--- config.mk ---
export PLATFORM = sky130hd
export DESIGN_NAME = enqueue_agent_v0_2
export DESIGN_NICKNAME = d
export VERILOG_FILES = /design/src/rtl/enqueue_agent_v0_2.sv
export SDC_FILE = /design/constraint.sdc
export NUM_CORES = 1
export LEC_CHECK = 0
export BUFFER_PORTS_ARGS = -buffer_cell sky130_fd_sc_hd__buf_4
export CORE_MARGIN = 2
export CORE_UTILIZATION = 45
export CTS_CLUSTER_SIZE = 8
export DETAILED_ROUTE_END_ITERATION = 7
export PLACE_DENSITY = 0.81
export SLEW_MARGIN = 10
export SYNTH_ARGS = -nofsm -noshare
export SYNTH_HDL_FRONTEND = slang
export SYNTH_SLANG_ARGS = --single-unit
--- constraint.sdc ---
create_clock -name axis_aclk -period 4 [get_ports axis_aclk]
set_input_delay 0.4 -clock axis_aclk [delete_from_list [all_inputs] [get_ports axis_aclk]]
set_output_delay 0.4 -clock axis_aclk [all_outputs]
set_load 0.005 [all_outputs]
--- src/rtl/enqueue_agent_v0_2.sv ---
// Admission/enqueue controller feeding NUM_QUEUES output queues.
// On the first beat of each packet the SUME destination bitmap and the
// per-queue fullness flags decide which queues take the packet. That
// decision is frozen for the rest of the packet. It drives the per-beat
// buffer writes, the last-beat PIFO insert and the stored/dropped statistics.
//
// Handshake: a beat transfers when s_axis_tvalid and s_axis_tready are both
// high on a rising clock edge. s_axis_tready is registered: it rises on the
// first edge after reset release and then stays high, so the block never
// backpressures. Write and insert enables are combinational in the transfer
// cycle and are low whenever no transfer happens.
module enqueue_agent_v0_2 #(
  parameter int NUM_QUEUES           = 5,
  parameter int C_S_AXIS_TUSER_WIDTH = 128,
  parameter int C_S_AXI_DATA_WIDTH   = 32,
  parameter int DROP_MODE            = 0
) (
  input  logic                            axis_aclk,
  input  logic                            axis_resetn,
  input  logic                            s_axis_tvalid,
  output logic                            s_axis_tready,
  input  logic                            s_axis_tlast,
  input  logic [C_S_AXIS_TUSER_WIDTH-1:0] s_axis_tuser,
  input  logic [NUM_QUEUES-1:0]           s_axis_buffer_almost_full,
  input  logic [NUM_QUEUES-1:0]           s_axis_pifo_full,
  output logic [NUM_QUEUES-1:0]           m_axis_ctl_buffer_wr_en,
  output logic [NUM_QUEUES-1:0]           m_axis_ctl_pifo_in_en,
  output logic [NUM_QUEUES-1:0]           pkt_stored,
  output logic [C_S_AXI_DATA_WIDTH-1:0]   bytes_stored,
  output logic [NUM_QUEUES-1:0]           pkt_dropped,
  output logic [C_S_AXI_DATA_WIDTH-1:0]   bytes_dropped,
  output logic [C_S_AXI_DATA_WIDTH-1:0]   drop_count,
  output logic                            o_dbg_state
);

  typedef enum logic {
    IDLE   = 1'b0,
    IN_PKT = 1'b1
  } state_t;

  state_t                          r_state;
  logic                            r_tready;
  logic [NUM_QUEUES-1:0]           r_admit;
  logic [NUM_QUEUES-1:0]           r_drop;
  logic [15:0]                     r_pkt_len;
  logic [NUM_QUEUES-1:0]           r_pkt_stored;
  logic [NUM_QUEUES-1:0]           r_pkt_dropped;
  logic [C_S_AXI_DATA_WIDTH-1:0]   r_bytes_stored;
  logic [C_S_AXI_DATA_WIDTH-1:0]   r_bytes_dropped;
  logic [C_S_AXI_DATA_WIDTH-1:0]   r_drop_count;

  logic                            w_hs;
  logic                            w_eop;
  logic [15:0]                     w_pkt_len;
  logic [7:0]                      w_dst_port;
  logic [NUM_QUEUES-1:0]           w_target;
  logic [NUM_QUEUES-1:0]           w_full;
  logic [NUM_QUEUES-1:0]           w_admit;
  logic [NUM_QUEUES-1:0]           w_drop;
  logic [NUM_QUEUES-1:0]           w_cur_admit;
  logic [NUM_QUEUES-1:0]           w_cur_drop;
  logic [15:0]                     w_cur_len;
  logic [C_S_AXI_DATA_WIDTH-1:0]   w_drop_pop;
  logic                            w_tuser_unused;

  assign w_hs       = s_axis_tvalid & r_tready;
  assign w_eop      = w_hs & s_axis_tlast;
  assign w_pkt_len  = s_axis_tuser[15:0];
  assign w_dst_port = s_axis_tuser[31:24];
  // src_port and the upper metadata are carried through but not used here.
  assign w_tuser_unused = ^{s_axis_tuser[C_S_AXIS_TUSER_WIDTH-1:32], s_axis_tuser[23:16]};

  // Even dst_port bits select the regular queues in order; any odd bit
  // (a CPU port) targets the last queue.
  for (genvar g = 0; g < NUM_QUEUES - 1; g++) begin : g_target
    if (2 * g < 8) begin : g_bit
      assign w_target[g] = w_dst_port[2*g];
    end else begin : g_none
      assign w_target[g] = 1'b0;
    end
  end
  assign w_target[NUM_QUEUES-1] = |(w_dst_port & 8'hAA);

  assign w_full = s_axis_buffer_almost_full | s_axis_pifo_full;

  // Admission decision for a packet starting this cycle.
  always_comb begin
    w_admit = '0;
    if (DROP_MODE == 0) begin
      w_admit = w_target & ~w_full;
    end else if ((w_target & w_full) == '0) begin
      w_admit = w_target;
    end
    w_drop = w_target & ~w_admit;
  end

  // Mask in force for the current beat: fresh decision at SOP, latched after.
  always_comb begin
    w_cur_admit = r_admit;
    w_cur_drop  = r_drop;
    w_cur_len   = r_pkt_len;
    if (r_state == IDLE) begin
      w_cur_admit = w_admit;
      w_cur_drop  = w_drop;
      w_cur_len   = w_pkt_len;
    end
  end

  assign w_drop_pop = C_S_AXI_DATA_WIDTH'($countones(w_cur_drop));

  assign m_axis_ctl_buffer_wr_en = w_hs  ? w_cur_admit : '0;
  assign m_axis_ctl_pifo_in_en   = w_eop ? w_cur_admit : '0;

  // Packet FSM: latches the admission mask at SOP of multi-beat packets.
  always_ff @(posedge axis_aclk or negedge axis_resetn) begin
    if (!axis_resetn) begin
      r_state   <= IDLE;
      r_tready  <= 1'b0;
      r_admit   <= '0;
      r_drop    <= '0;
      r_pkt_len <= '0;
    end else begin
      r_tready <= 1'b1;
      case (r_state)
        IDLE: begin
          if (w_hs && !s_axis_tlast) begin
            r_admit   <= w_admit;
            r_drop    <= w_drop;
            r_pkt_len <= w_pkt_len;
            r_state   <= IN_PKT;
          end
        end
        IN_PKT: begin
          if (w_eop) begin
            r_state <= IDLE;
          end
        end
        default: r_state <= IDLE;
      endcase
    end
  end

  // Statistics, reported on the cycle after the last beat transfers.
  always_ff @(posedge axis_aclk or negedge axis_resetn) begin
    if (!axis_resetn) begin
      r_pkt_stored    <= '0;
      r_pkt_dropped   <= '0;
      r_bytes_stored  <= '0;
      r_bytes_dropped <= '0;
      r_drop_count    <= '0;
    end else begin
      r_pkt_stored  <= w_eop ? w_cur_admit : '0;
      r_pkt_dropped <= w_eop ? w_cur_drop  : '0;
      if (w_eop && (|w_cur_admit)) begin
        r_bytes_stored <= C_S_AXI_DATA_WIDTH'(w_cur_len);
      end
      if (w_eop && (|w_cur_drop)) begin
        r_bytes_dropped <= C_S_AXI_DATA_WIDTH'(w_cur_len);
      end
      if (w_eop) begin
        r_drop_count <= r_drop_count + w_drop_pop;
      end
    end
  end

  assign s_axis_tready = r_tready;
  assign pkt_stored    = r_pkt_stored;
  assign pkt_dropped   = r_pkt_dropped;
  assign bytes_stored  = r_bytes_stored;
  assign bytes_dropped = r_bytes_dropped;
  assign drop_count    = r_drop_count;
  assign o_dbg_state   = r_state;

endmodule
==> flow_metrics.py, run 1 <==
metrics = {
    "clocking": {
        "cts_resized": 0,
        "hold_buffers": 0,
        "cts_root_buf": "clkbuf_8",
        "clk_path_buf_depth": 2,
        "htreeDepth": 3,
        "clk-insertion-delay-late_ns": 0.37,
        "postCtsSetupBuffers": 0,
        "cts_buffers": 9,
        "cts_tree": "yes",
        "clk_pin_slew_ns": 0.09,
        "cts_sinks": 102,
    },
    "route": {
        "via_count": 3498,
        "finalWirelength_um": 10400,
        "drt_iter0_drc": 181,
        "wl_per_cell_um": 15.1,
        "drt_pass1_iterations": 4,
        "drcViolationCount": 0,
        "vias_per_cell": 5.09,
        "final_antenna_net_count": 0,
    },
    "timing": {
        "final.setup_skew_ns": 0.00579,
        "setup_viol": 0,
        "layout_worst_path_cycle_share": 0.908,
        "slew_headroom": 0.419,
        "report.final.slew_viol_count": 0,
        "setup_tns_ns": 0,
        "max_freq_mhz": 275,
        "setup_slack_ns": 0.366,
        "worst_pin_slew_ns": 0.871,
        "rsz0062_at_grt": "no",
        "hold_viol_final": 0,
        "fin_crit_ns": 3.63,
    },
    "worst_setup_path": {
        "end_kind": "flop",
        "worstSetupPathType": "reg2reg",
        "reg2reg_to": "drop_count[24]",
        "startpoint_type": "flop",
        "worst-r2r-setup-slack_ns": 0.37,
        "cp.arrival_ns": 3.89,
        "rr_worst_depth": 11,
        "critPathRequiredTime_ns": 4.25,
        "crit_fanout": 7,
    },
    "synthesis": {
        "avgSynthCellArea_um2": 11.2,
        "yosysTopAreaCellShare": 0.535,
        "yosys.cell_types.count": 42,
        "yosys-top-cells-area": "dfrtp_1 54%, o22a_1 5.9%, buf_4 5.4%",
        "synth_area_leader_cell": "dfrtp_1",
        "yosysMostFrequentCell": "dfrtp_1",
        "synth_cells": 425,
        "async_flop_share": 1.00,
        "synth_common_cells": "102 x dfrtp_1, 49 x nand2_1, 34 x buf_4",
        "synth_seq_cells": 102,
        "synth.cell_area_mm2": 0.00477,
        "ys_warn_count": 0,
        "ys_seq_area_frac": 0.535,
        "synth-edff-count": 0,
        "ys.flop_type": "dfrtp_1",
    },
    "placed_design": {
        "place_ws_ns": 0.148,
        "portBuffers": 123,
        "gp_congestion": 0.823,
        "dpl.hpwl_um": 7620,
    },
    "grt": {
        "use_met3": 0.0559,
        "grt_pass1_wl_um": 17300,
        "grt_overflow": 0,
        "globalRoute.busiestLayer": "met2",
        "track_usage": 0.192,
        "grt_max_degree": 67,
        "met1_usage": 0.255,
        "antenna_found_initial": 0,
        "first_global_vias": 3470,
        "globalRouteMet2Util": 0.299,
    },
    "status": {
        "outcome": "completed",
    },
    "min_path": {
        "hp-class": "in2async",
    },
    "power": {
        "leakage_nw": 2.83,
        "ir_drop_v": 0.000306,
        "power_density_mw_per_mm2": 507,
    },
    "floorplanning": {
        "die_w_um": 107,
        "num_rows": 37,
        "die-area_mm2": 0.0114,
        "core_mm2": 0.0103,
        "io_pins": 260,
        "dieHeight_um": 107,
        "initial_core_util": 0.462,
    },
    "final_layout": {
        "nFillCells": 879,
        "n_antenna_cell": 0,
        "drive_gt1_frac": 0.294,
        "syn_to_final_growth_pct": 23.4,
        "fin_nets": 695,
    },
    "run": {
        "drv_cap": 0,
    },
}
per-layer routing:
layer / wire length (um) / vias up
li1: - / 1647
met1: 4470 / 1710
met2: 4900 / 125
met3: 819 / 16
met4: 182 / 0
met5: 0 / -
flip-flops by register name (all words and copies together), names as in the netlist, named ones only:
name	flops
drop_count	32
bytes_dropped	16
bytes_stored	16
r_pkt_len	16
pkt_dropped	5
pkt_stored	5
r_admit	5
r_drop	5
s_axis_tready	1
through the flow:
step | hold WS, ns | util | cell area (um2) | instances | total power [mW]
final | 0.113 | 0.570 | 5880 | 687 | 2.98
after detailed placement | 0.471 | 0.550 | 5680 | 671 | 2.34
after floorplan | 0.104 | - | 4880 | 456 | 1.92
after global placement | 0.463 | 0.550 | 5680 | 671 | 2.29
after global routing | 0.181 | 0.570 | 5880 | 687 | 3.18
after CTS | 0.139 | 0.570 | 5880 | 687 | 3.01
worst max-delay path: stages (launching register included):
cell,delay (ns)
dfrtp_1,0.46
o21a_1,0.26
fa_1,0.51
fa_1,0.48
inv_1,0.07
ha_1,0.21
fa_1,0.22
a21oi_1,0.09
or4_1,0.66
nor3_4,0.30
nand3_1,0.13
xnor2_1,0.14
worst max path at each step:
stage | from | endpoint | slack, ns | depth (start not counted)
2_1_floorplan | flop | drop_count[26] | 0.60 | 13
3_3_place_gp | s_axis_pifo_full[2] | drop_count[16] | 0.19 | 13
3_5_place_dp | s_axis_pifo_full[2] | drop_count[24] | 0.15 | 13
4_1_cts | flop | drop_count[24] | 0.34 | 11
5_1_grt | flop | drop_count[12] | 0.14 | 12
6_report | flop | drop_count[24] | 0.37 | 11
layout by cell type, fill, tap and decap left out, types with 9 or more instances in the layout:
cell / n
a21oi_1: 9
buf_4: 129
clkbuf_8: 11
conb_1: 33
dfrtp_1: 102
mux2_1: 10
mux2i_1: 16
nand2_1: 49
nand3_1: 12
nand4_1: 10
nor2_1: 30
o21ai_0: 14
o22a_1: 32
xnor2_1: 23
layout make-up:
class,count,area (um2),area share
clock buffer,13,159,0.0270
clock inverter,3,42.5,0.00723
inverter,8,30.0,0.00511
multi-input combinational,296,1960,0.333
sequential,102,2550,0.434
tap,136,170,0.0289
timing repair buffer,129,968,0.165
cell families (layout without fill, tap and decap cells):
kind of cell,after synthesis,count (layout),share of synthesized area
XOR/XNOR,30,30,0.0551
other,2,33,0.00158
AND/OR/NAND/NOR,129,129,0.135
multiplexers,32,32,0.0714
buffers and inverters,58,153,0.0780
flip-flops,102,102,0.535
adder cells (fa/ha/maj),7,7,0.0231
AO/OA/AOI/OAI,65,65,0.100
where the power goes:
group	internal, mW	leakage, nW	switching (mW)
logic	0.494	1.45	0.394
clock network	0.323	0.0996	0.341
registers	1.27	1.28	0.155
total	2.09	2.83	0.890
Note: power is estimated with default switching activity, not from simulation.
==> inputs of run 2 (changes only) <==
CORE_ASPECT_RATIO = 0.7   (was unset)
==> run 2 against run 1 <==
Net effect: sequential share of layout area fell by 0.80 points; hold slack improved by 0.074 ns; clock skew rose by 0.0014 ns; critical endpoint unchanged; critical path type unchanged; maximum frequency fell by 3.2%; register-to-register slack got worse by 0.12 ns.
==> flow_metrics.py, run 2 (synthesis results as in run 1) <==
metrics = {
    "status": {
        "outcome": "completed",
    },
    "floorplanning": {
        "dieHeight_um": 90.1,
        "num_rows": 31,
        "die-area_mm2": 0.0114,
        "core_mm2": 0.0103,
        "io_pins": 260,
        "die_w_um": 127,
        "initial_core_util": 0.462,
    },
    "worst_setup_path": {
        "worstSetupPathType": "reg2reg",
        "startpoint_type": "flop",
        "end_kind": "flop",
        "critPathRequiredTime_ns": 4.22,
        "crit_fanout": 25,
        "cp.arrival_ns": 3.98,
    },
    "grt": {
        "first_global_vias": 3498,
        "grt_max_degree": 76,
        "grt_overflow": 0,
        "track_usage": 0.199,
        "grt_pass1_wl_um": 18000,
        "antenna_found_initial": 0,
    },
    "final_layout": {
        "utilization": 0.581,
        "drive_gt1_frac": 0.297,
        "syn_to_final_growth_pct": 25.8,
        "n_antenna_cell": 0,
        "largest_reg_flops": 32,
        "final_cell_mix": "127 x buf_4, 101 x dfrtp_1, 49 x nand2_1, 33 x conb_1, 32 x o22a_1",
        "fin_nets": 693,
        "layout_commonest_cell": "buf_4",
    },
    "timing": {
        "hold_viol_final": 0,
        "setup_viol": 0,
        "slew_headroom": 0.386,
        "final.setup_skew_ns": 0.00719,
        "max_freq_mhz": 266,
        "worst_pin_slew_ns": 0.921,
        "layout_worst_path_cycle_share": 0.938,
        "report.final.slew_viol_count": 0,
        "rsz0062_at_grt": "no",
        "setup_tns_ns": 0,
        "fin_crit_ns": 3.75,
        "setup_slack_ns": 0.247,
    },
    "route": {
        "drcViolationCount": 0,
        "final_antenna_net_count": 0,
        "vias_per_cell": 5.12,
        "finalWirelength_um": 10900,
        "drt_iter0_drc": 165,
        "via_count": 3488,
        "wl_per_cell_um": 16.0,
        "drt_pass1_iterations": 4,
    },
    "clocking": {
        "cts_tree": "yes",
        "htreeDepth": 3,
        "clk-insertion-delay-late_ns": 0.34,
        "postCtsSetupBuffers": 0,
        "cts_sinks": 102,
        "cts_resized": 0,
        "clk_path_buf_depth": 2,
        "cts_buffers": 9,
        "hold_buffers": 0,
        "cts_root_buf": "clkbuf_16",
        "clk_pin_slew_ns": 0.07,
    },
    "power": {
        "leakage_nw": 2.88,
        "power_mw": 3.28,
        "swShare": 0.284,
        "combPwrFrac": 0.271,
        "p_int_mw": 2.35,
        "ir_drop_v": 0.000308,
        "seqPwrFrac": 0.437,
        "clock_power_share": 0.292,
        "power_density_mw_per_mm2": 547,
        "p_sw_uw": 932,
    },
    "placed_design": {
        "dpl.hpwl_um": 8100,
        "portBuffers": 123,
        "gp_congestion": 0.793,
        "place_ws_ns": 0.0351,
    },
    "min_path": {
        "hp-class": "in2async",
    },
    "run": {
        "drv_cap": 0,
    },
}
-- run 2: cell count changes in the layout (fill, tap and decap cells not counted) --
cell / previous run / this run
buf_4: 129 / 127
bufinv_16: 1 / 2
clkbuf_1: 2 / 0
clkbuf_16: 0 / 9
clkbuf_8: 11 / 2
clkinv_4: 0 / 1
dfrtp_1: 102 / 101
dfrtp_2: 0 / 1
-- run 2: critical path, cell delays in order (launching register included) --
cell and delay, ns:
dfrtp_2 0.54, buf_4 0.42, nor3_1 0.12, a21oi_2 0.25, fa_1 0.46, inv_1 0.07, ha_1 0.19, fa_1 0.22
a21oi_1 0.09, or4_1 0.67, nor3_4 0.33, nand3_1 0.12, xnor2_1 0.13
-- run 2: worst paths after layout --
kind,startpoint,end,slack (ns),cells past startpoint
worst max-delay path,flop,drop_count[24],0.25,12
worst min-delay path,axis_resetn,bytes_stored[14],0.19,1
worst max register to register,flop,drop_count[24],0.25,12
worst min register to register,r_pkt_len[11],r_pkt_len[11],0.49,1
max in group asynchronous,axis_resetn,drop_count[31],2.87,2
min in group axis_aclk,s_axis_tuser[11],r_pkt_len[11],0.28,2
-- run 2: area by class of cell --
| cell class | count | area [um2] |
|---|---|---|
| Clock inverter | 5 | 81.3 |
| Fill cell | 889 | 4320 |
| Multi-Input combinational cell | 296 | 1960 |
| Clock buffer | 11 | 253 |
| Inverter | 8 | 30.0 |
| Sequential cell | 102 | 2550 |
| Timing Repair Buffer | 127 | 953 |
| Tap cell | 132 | 165 |
-- run 2: through the flow --
step	cell area (um2)	std cells	hold WS [ns]
after CTS	6000	681	0.236
after detailed placement	5660	665	0.477
after global routing	6000	681	0.257
final	6000	681	0.187
after global placement	5660	665	0.463
after floorplan	4880	456	0.104
-- run 2: metal layers --
layer  wire length [um]  track usage
met5                  0            0
met4                140       0.0586
met3                632       0.0518
met2               5260        0.325
met1               4860        0.264
-- run 2: power groups by stage --
stage | combinational, mW | clock, mW | sequential [mW]
after detailed placement | 0.902 | 0 | 1.45
after floorplan | 0.488 | 0 | 1.43
final | 0.890 | 0.958 | 1.43
after global routing | 0.989 | 1.02 | 1.46
after CTS | 0.908 | 0.979 | 1.43
after global placement | 0.872 | 0 | 1.43
==> inputs of run 3 (changes only) <==
CORE_MARGIN = unset   (was 2)
==> run 3 against run 2 <==
Net effect: the flow now finishes with violations (design-rule violations); count of clock-buffer cells in the layout increased by 3; sequential cell count unchanged; register-to-register slack improved by 0.08 ns; die area shrank 3.8%; design area about the same; via count is 1.1% higher; sequential power about the same; combinational power grew 1%; clock skew barely moved; critical path depth is 1 lower; critical path type unchanged; critical endpoint is now drop_count[26]; largest cell class unchanged.
==> flow_metrics.py, run 3 (synthesis results as in run 1) <==
metrics = {
    "placed_design": {
        "gp_congestion": 0.775,
        "dp.cells": 666,
        "portBuffers": 123,
        "post_dp_cell_area_mm2": 0.00567,
        "dpl.hpwl_um": 7940,
    },
    "power": {
        "swShare": 0.285,
        "p_int_mw": 2.32,
        "clock_power_share": 0.283,
        "seqPwrFrac": 0.440,
        "p_sw_uw": 927,
        "power_density_mw_per_mm2": 543,
        "leakage_nw": 2.88,
        "combPwrFrac": 0.276,
        "ir_drop_v": 0.000303,
    },
    "timing": {
        "slew_headroom": 0.340,
        "report.final.slew_viol_count": 0,
        "max_freq_mhz": 272,
        "setup_viol": 0,
        "fin_crit_ns": 3.67,
        "hold_ws_ns": 0.209,
        "worst_pin_slew_ns": 0.990,
        "final.setup_skew_ns": 0.00689,
        "setup_tns_ns": 0,
        "layout_worst_path_cycle_share": 0.918,
        "rsz0062_at_grt": "no",
        "hold_viol_final": 0,
    },
    "floorplanning": {
        "dieHeight_um": 88.1,
        "die_w_um": 125,
        "num_rows": 31,
        "io_pins": 260,
        "initial_core_util": 0.462,
        "core_mm2": 0.0103,
        "die-area_mm2": 0.0110,
    },
    "status": {
        "violations": "design-rule violations",
        "outcome": "finished with violations",
    },
    "final_layout": {
        "largest_reg_flops": 32,
        "final_area_mm2": 0.00599,
        "drive_gt1_frac": 0.296,
        "n_antenna_cell": 0,
        "fin_nets": 694,
        "final_cell_mix": "128 x buf_4, 101 x dfrtp_1, 49 x nand2_1, 33 x conb_1, 32 x o22a_1",
        "layout_commonest_cell": "buf_4",
        "syn_to_final_growth_pct": 25.7,
        "layout.cells.non_filler": 682,
        "utilization": 0.581,
    },
    "clocking": {
        "clk_pin_slew_ns": 0.07,
        "hold_buffers": 0,
        "clk-insertion-delay-late_ns": 0.34,
        "cts_sinks": 102,
        "postCtsSetupBuffers": 0,
        "cts_resized": 0,
        "clk_path_buf_depth": 2,
        "cts_root_buf": "clkbuf_16",
        "htreeDepth": 3,
        "cts_tree": "yes",
        "cts_buffers": 9,
    },
    "route": {
        "final_antenna_net_count": 0,
        "drcViolationCount": 22,
        "finalWirelength_um": 11000,
        "drt_iter0_drc": 285,
        "drt_pass1_iterations": 7,
        "vias_per_cell": 5.17,
        "wl_per_cell_um": 16.2,
        "via_count": 3525,
    },
    "worst_setup_path": {
        "critPathRequiredTime_ns": 4.21,
        "slowest_stage": "or4_1",
        "end_kind": "flop",
        "cp.arrival_ns": 3.88,
        "rr_worst_depth": 11,
        "worst-r2r-setup-slack_ns": 0.33,
        "cpPeakStageDelay_ns": 0.67,
        "cp_top_family": "adder cells",
        "crit_fanout": 8,
        "cp-endpoint": "drop_count[26]",
        "startpoint_type": "flop",
        "worst-path-stages": 11,
        "crit_buf_inv": 1,
        "path_common_cell": "fa_1",
        "reg2reg_to": "drop_count[26]",
        "path_cells": "o21a_1, fa_1, fa_1, inv_1, ha_1, fa_1, a21oi_1, or4_1, nor3_4, nand3_1, xnor2_1",
        "worstSetupPathType": "reg2reg",
    },
    "grt": {
        "grt_pass1_wl_um": 17900,
        "first_global_vias": 3435,
        "antenna_found_initial": 0,
        "grt_max_degree": 77,
        "grt_overflow": 0,
        "track_usage": 0.214,
    },
    "min_path": {
        "hp-class": "in2async",
    },
    "run": {
        "drv_cap": 0,
    },
}
run 3: cell types whose count changed in the layout (fill, tap and decap cells not counted), sizes merged:
cell / delta
clkinv: -2
bufinv: -1
clkbuf: +3
buf: +1
run 3: how the worst min path moves through the flow:
stage / start / endpoint / slack [ns] / depth (start not counted)
final: axis_resetn / bytes_stored[8] / 0.21 / 1
after global routing: s_axis_tuser[1] / r_pkt_len[1] / 0.27 / 2
after CTS: axis_resetn / bytes_stored[8] / 0.26 / 1
after detailed placement: r_admit[0] / r_admit[0] / 0.47 / 2
after global placement: r_drop[2] / r_drop[2] / 0.46 / 2
after floorplan: axis_resetn / asynchronous set/reset pin / 0.10 / 0
run 3: area by class of cell:
class / instances / area, um2
inverters: 8 / 30.0
well taps: 132 / 165
multi-input cells: 296 / 1960
clock inverters: 2 / 37.5
clock buffers: 14 / 284
fillers: 875 / 4330
repair buffers: 128 / 961
flip-flops and latches: 102 / 2550
run 3: worst register-to-register path, stage by stage, from the launching register on:
cell	delay, ns
dfrtp_2	0.46
o21a_1	0.25
fa_1	0.49
fa_1	0.48
inv_1	0.07
ha_1	0.20
fa_1	0.23
a21oi_1	0.09
or4_1	0.67
nor3_4	0.34
nand3_1	0.13
xnor2_1	0.15
run 3: power groups by stage:
stage	combinational, mW	clock [mW]	sequential, mW
after floorplan	0.488	0	1.43
after global placement	0.874	0	1.43
after detailed placement	0.911	0	1.45
after CTS	0.915	0.948	1.43
after global routing	0.992	0.993	1.46
final	0.899	0.921	1.43
run 3: routing by layer:
| metal | wire length, um | share of wire | up-vias | GRT usage |
|---|---|---|---|---|
| met4 | 130 | 0.012 | 0 | 0.0698 |
| met1 | 4970 | 0.45 | 1754 | 0.282 |
| met3 | 623 | 0.057 | 9 | 0.0562 |
| met5 | 0 | 0 | - | 0 |
| met2 | 5290 | 0.48 | 112 | 0.348 |
| li1 | - | - | 1650 | - |
run 3: stage by stage:
step / setup slack (ns) / power, mW
floorplan: 0.600 / 1.92
global placement: 0.0671 / 2.30
detailed placement: 0.0268 / 2.36
CTS: 0.322 / 3.29
global route: 0.139 / 3.44
finish: 0.329 / 3.25
